## src/rtl/timer_pkg.sv

```systemverilog
// Shared constants for the timer capture/compare block: default sizing,
// cause bit positions and the overflow-handshake FSM encoding.
package timer_pkg;

  localparam int unsigned WIDTH = 32;
  localparam int unsigned RETRY = 15;

  localparam int unsigned CAUSE_OVF = 0;
  localparam int unsigned CAUSE_CMP = 1;
  localparam int unsigned CAUSE_CAP = 2;

  typedef enum logic [1:0] {
    ST_IDLE     = 2'd0,
    ST_CLEAR    = 2'd1,
    ST_WAIT_LOW = 2'd2
  } ovf_state_e;

endpackage

```

## src/rtl/sync_edge.sv

```systemverilog
// Two-flop synchroniser for an asynchronous strobe followed by a rising-edge
// detector; o_rise is high for one cycle per synchronised low-to-high change.
module sync_edge (
  input  logic i_clock,
  input  logic i_reset,
  input  logic i_d,
  output logic o_rise
);

  logic s1_q, s2_q, s3_q;
  logic s1_d, s2_d, s3_d;

  always_comb begin
    s1_d = i_d;
    s2_d = s1_q;
    s3_d = s2_q;
  end

  always_ff @(posedge i_clock or negedge i_reset) begin
    if (!i_reset) begin
      s1_q <= 1'b0;
      s2_q <= 1'b0;
      s3_q <= 1'b0;
    end else begin
      s1_q <= s1_d;
      s2_q <= s2_d;
      s3_q <= s3_d;
    end
  end

  assign o_rise = s2_q & ~s3_q;

endmodule

```

## src/rtl/timer_capcomp.sv

```systemverilog
// Capture/compare companion for timer32b: overflow clear handshake with retry,
// edge-qualified compare match, synchronised external capture, sticky causes.
module timer_capcomp #(
  parameter int unsigned WIDTH = timer_pkg::WIDTH,
  parameter int unsigned RETRY = timer_pkg::RETRY
) (
  input  logic             i_clock,
  input  logic             i_reset,
  input  logic             i_enable,
  input  logic [WIDTH-1:0] i_currentv,
  input  logic             i_overflow,
  output logic             o_clearw,
  input  logic             i_capture,
  input  logic [WIDTH-1:0] i_cmp_value,
  input  logic             i_cmp_load,
  input  logic [2:0]       i_ack,
  input  logic [2:0]       i_irq_en,
  output logic [2:0]       o_cause,
  output logic             o_irq,
  output logic [WIDTH-1:0] o_captured,
  output logic             o_overrun
);
  import timer_pkg::*;

  localparam int unsigned CW = (RETRY < 2) ? 1 : $clog2(RETRY);

  ovf_state_e       state_q, state_d;
  logic [CW-1:0]    cnt_q, cnt_d;
  logic             clearw_q, clearw_d;
  logic [WIDTH-1:0] cmp_q, cmp_d;
  logic             prev_eq_q, prev_eq_d;
  logic [2:0]       cause_q, cause_d;
  logic             overrun_q, overrun_d;
  logic [WIDTH-1:0] captured_q, captured_d;

  logic       ovf_evt, cmp_evt, cap_evt, cap_rise, eq;
  logic [2:0] evt;

  sync_edge u_cap_sync (
    .i_clock (i_clock),
    .i_reset (i_reset),
    .i_d     (i_capture),
    .o_rise  (cap_rise)
  );

  // Only the IDLE->CLEAR entry flags an overflow; retries re-pulse clearw only.
  always_comb begin
    state_d = state_q;
    cnt_d   = cnt_q;
    ovf_evt = 1'b0;
    case (state_q)
      ST_IDLE: begin
        if (i_enable && i_overflow) begin
          state_d = ST_CLEAR;
          ovf_evt = 1'b1;
        end
      end
      ST_CLEAR: begin
        state_d = ST_WAIT_LOW;
        cnt_d   = '0;
      end
      ST_WAIT_LOW: begin
        if (i_enable) begin
          if (!i_overflow) begin
            state_d = ST_IDLE;
            cnt_d   = '0;
          end else if (cnt_q == CW'(RETRY - 1)) begin
            state_d = ST_CLEAR;
            cnt_d   = '0;
          end else begin
            cnt_d = cnt_q + CW'(1);
          end
        end
      end
      default: begin
        state_d = ST_IDLE;
        cnt_d   = '0;
      end
    endcase
    clearw_d = (state_d == ST_CLEAR);
  end

  always_comb begin
    eq        = (i_currentv == cmp_q);
    cmp_evt   = i_enable & eq & ~prev_eq_q;
    prev_eq_d = i_cmp_load ? 1'b0 : eq;
    cmp_d     = i_cmp_load ? i_cmp_value : cmp_q;
  end

  // Events override a same-cycle ack; a capture onto a pending capture is an overrun.
  always_comb begin
    cap_evt             = i_enable & cap_rise;
    evt                 = '0;
    evt[CAUSE_OVF]      = ovf_evt;
    evt[CAUSE_CMP]      = cmp_evt;
    evt[CAUSE_CAP]      = cap_evt;
    cause_d             = (cause_q & ~i_ack) | evt;
    overrun_d           = (overrun_q & ~i_ack[CAUSE_CAP]) | (cap_evt & cause_q[CAUSE_CAP]);
    captured_d          = (cap_evt && !cause_q[CAUSE_CAP]) ? i_currentv : captured_q;
  end

  always_ff @(posedge i_clock or negedge i_reset) begin
    if (!i_reset) begin
      state_q    <= ST_IDLE;
      cnt_q      <= '0;
      clearw_q   <= 1'b0;
      cmp_q      <= '1;
      prev_eq_q  <= 1'b0;
      cause_q    <= '0;
      overrun_q  <= 1'b0;
      captured_q <= '0;
    end else begin
      state_q    <= state_d;
      cnt_q      <= cnt_d;
      clearw_q   <= clearw_d;
      cmp_q      <= cmp_d;
      prev_eq_q  <= prev_eq_d;
      cause_q    <= cause_d;
      overrun_q  <= overrun_d;
      captured_q <= captured_d;
    end
  end

  assign o_clearw   = clearw_q;
  assign o_cause    = cause_q;
  assign o_irq      = |(cause_q & i_irq_en);
  assign o_captured = captured_q;
  assign o_overrun  = overrun_q;

endmodule

```

## config.mk

```make
export PLATFORM = sky130hd
export DESIGN_NAME = timer_capcomp
export DESIGN_NICKNAME = d
export VERILOG_FILES = /design/src/rtl/timer_pkg.sv /design/src/rtl/sync_edge.sv /design/src/rtl/timer_capcomp.sv
export SDC_FILE = /design/constraint.sdc
export NUM_CORES = 1
export LEC_CHECK = 0
export ABC_AREA = 1
export BUFFER_PORTS_ARGS = -buffer_cell sky130_fd_sc_hd__buf_2
export CAP_MARGIN = 10
export CORE_MARGIN = 10
export CORE_UTILIZATION = 55
export DETAILED_ROUTE_END_ITERATION = 6
export GPL_ROUTABILITY_DRIVEN = 0
export HOLD_SLACK_MARGIN = 0.15
export PLACE_DENSITY = 0.9
export SYNTH_ARGS = -nofsm -noshare
export SYNTH_HDL_FRONTEND = slang
export SYNTH_SLANG_ARGS = --single-unit
```

## constraint.sdc

```tcl
create_clock -name i_clock -period 2 [get_ports i_clock]
set_input_delay 0.1 -clock i_clock [delete_from_list [all_inputs] [get_ports i_clock]]
set_output_delay 0.1 -clock i_clock [all_outputs]
set_load 0.05 [all_outputs]
```

==> reports/metrics.cfg <==
[setup_path]
critical_path_class = primary input to flop
crit_buf_inv = 2
rrSetupSlack_ns = 0.49
worst-path-max-fanout = 43
worstPathArrival_ns = 1.79
cp-start-kind = primary input
rr_startpoint = u_cap_sync.s2_q
required_ns = 2.24
max_stage_delay_ns = 0.55
path_delay_family = buffers and inverters
timing.rr.end = o_captured[28]
critPathSlowestCell = dlygate4sd3_1
reg2reg_depth = 4
path_cells = dlygate4sd3_1, buf_2, nand2_2, nor2_4, nand2_4, mux2_2
critPathCaptureType = flop

[cells_and_area]
final_common_cell = buf_2
syn2layout_area_growth_pct = 43.8
drive_gt1_share_pct = 39.8
nFillCells = 378
regArea_um2 = 2020
final_core_util_pct = 81.4
nets = 598
final_cell_mix = buf_2, nand2_1, dlygate4sd3_1
multi_input_area_um2 = 1380

[cts]
ctsResizeCount = 0
insertion_delay_ns = 0.36
cts_root_buf = clkbuf_8
cts.sinks = 79
htree_levels = 3
cts_buffers = 9
cts_tree = built
clk_pin_slew_ns = 0.08
max-clock-path-buffers = 2

[worst_hold_path]
worstHoldPathCells = 3
min_from = i_cmp_load
min_path_type = primary input to flop
hold_path_end = cmp_q[5]

[synthesis]
synth_top_area_share_pct = 32.9
yosys_warnings = 0
synth_area_leaders = dfrtp_1, dfstp_2, nand2_1
synth_area_um2 = 3570
async_flop_share_pct = 100
synthCells = 330
syn_nets = 408
synth-edff-count = 0
ys.flop_type = dfrtp_1
avgSynthCellArea_um2 = 10.8
ys_types = 24
ys_seq_area_share_pct = 56.5
ys_seq_elements = 79
yosysTopAreaCell = dfrtp_1

[status]
run_status = finished, final reports clean

[floorplan]
core.rowCount = 29
io_pins = 114
core-area_um2 = 6310
die_w_um = 101
initial_core_util_pct = 56.6
die_h_um = 101
die-area_um2 = 10100

[sta]
period_share_pct = 77.9
clock-skew-final_ns = 0.00708
slew_headroom_pct = 59.8
tns_ns = 0
rsz0062_at_grt = false
layout_min_cycle_time_ns = 1.56
fmax_mhz = 642
slew_violations = 0
tightestPinTransition_ns = 0.602
finalHoldViolCount = 0
finalSetupViolations = 0

[flow_run]
maxCapViolations = 0

[global_routing]
overflow = 0
antenna_found_initial = 3
grtUsageTotal_pct = 21.7
grt_start_max_net_pins = 44
grt_first_pass_wirelength_mm = 17.2
grt_pass1_vias = 3456

[routing]
via_per_inst = 5.07
routed_wl_mm = 10.9
wl_per_cell_um = 17.9
firstDrtPassIters = 4
drtIter0Drc = 110
drc = 0
vias = 3072
ant_nets = 0

[power]
p_leak_nw = 2.57
power_density_nw_per_um2 = 937
vdd_drop_max_uv = 763

[placed_design]
port_buffers = 113
dpl.hpwl_mm = 6.37

[synth_stat cells, types with 2 or more instances]
master    count
buf_6         2
ha_1          2
buf_2         3
inv_1        33
clkbuf_1      4
o22ai_1       2
nand2_1      87
a21oi_1       3
a211oi_1      2
nand3_1       5
mux2_2       24
o21ai_0      25
xnor2_1      21
mux2_4       18
dfrtp_1      47
nor2_1       13
dfstp_2      32
[layout make-up]
type	instances	share of cell area (%)
diodes	4	0.195
clock buffers	9	2.41
clock inverters	7	1.24
inverters	33	2.41
multi-input cells	209	26.8
flip-flops and latches	79	39.3
well taps	77	1.88
repair buffers	188	25.8
[power by group]
part           internal [mW]  switching (mW)  total (mW)
Combinational          0.564            1.01        1.57
Clock                  0.568           0.598        1.17
Sequential              1.90           0.181        2.08
Total                   3.03            1.78        4.81
[sequential cells by signal (all words and copies together) (netlist names)]
signal and flops:
u_cap_sync.s2_q 1, cnt_q 4, o_overrun 1, prev_eq_q 1, o_clearw 1, u_cap_sync.s1_q 1, o_cause 3, u_cap_sync.s3_q 1
o_captured 32, state_q 2, cmp_q 32
[cells by family (layout without fill, tap and decap cells)]
| kind of cell | Yosys count | in the layout | synth area share [%] |
|---|---|---|---|
| buf+inv | 42 | 237 | 4.94 |
| simple gates | 109 | 109 | 12.2 |
| flops | 79 | 79 | 56.5 |
| other cells | 0 | 4 | 0 |
| xor+xnor | 22 | 22 | 5.40 |
| compound gates | 34 | 34 | 5.15 |
| fa+ha+maj | 2 | 2 | 0.701 |
| mux | 42 | 42 | 15.1 |
[routing by layer]
| metal | vias to the layer above | global-route usage (%) | wire length (µm) |
|---|---|---|---|
| met5 | - | 0 | 0 |
| met4 | 0 | 12.1 | 417 |
| met3 | 37 | 8.02 | 865 |
| met2 | 135 | 37.6 | 5670 |
| met1 | 1464 | 22.0 | 3910 |
| li1 | 1436 | - | - |
[stage by stage]
stage,power (mW),instance area (µm²),std cells,hold WS (ns),worst slack [ns]
CTS,4.78,5130,602,0.247,0.464
finish,4.81,5140,606,0.253,0.442
global placement,3.46,4220,514,0.103,0.542
detailed placement,3.52,4220,514,0.109,0.505
floorplan,3.09,3570,330,-0.196,0.481
global route,5.03,5130,605,0.267,0.378
[what timing repair did]
action                    4_1_cts  5_1_grt
hold buffers                   72        0
buffers inserted                0        0
hold endpoints to repair      130        0
[how the worst max path moves through the flow]
stage                    start  slack (ns)        endpoint  cells past startpoint
6_report              i_enable        0.44  o_captured[28]                      6
5_1_grt               i_enable        0.38  o_captured[28]                      6
4_1_cts               i_enable        0.46  o_captured[28]                      6
3_5_place_dp   u_cap_sync.s2_q        0.51  o_captured[28]                      4
3_3_place_gp   u_cap_sync.s2_q        0.54  o_captured[24]                      4
2_1_floorplan       o_cause[2]        0.48   o_captured[0]                      4
[worst register-to-register path: cells and delay by family, from the launching register on]
family           cells  cell delay (ns)
DFF                  1             0.39
muxes                1             0.42
and+or+nand+nor      3             0.58
(Power assumes the default switching activity.)
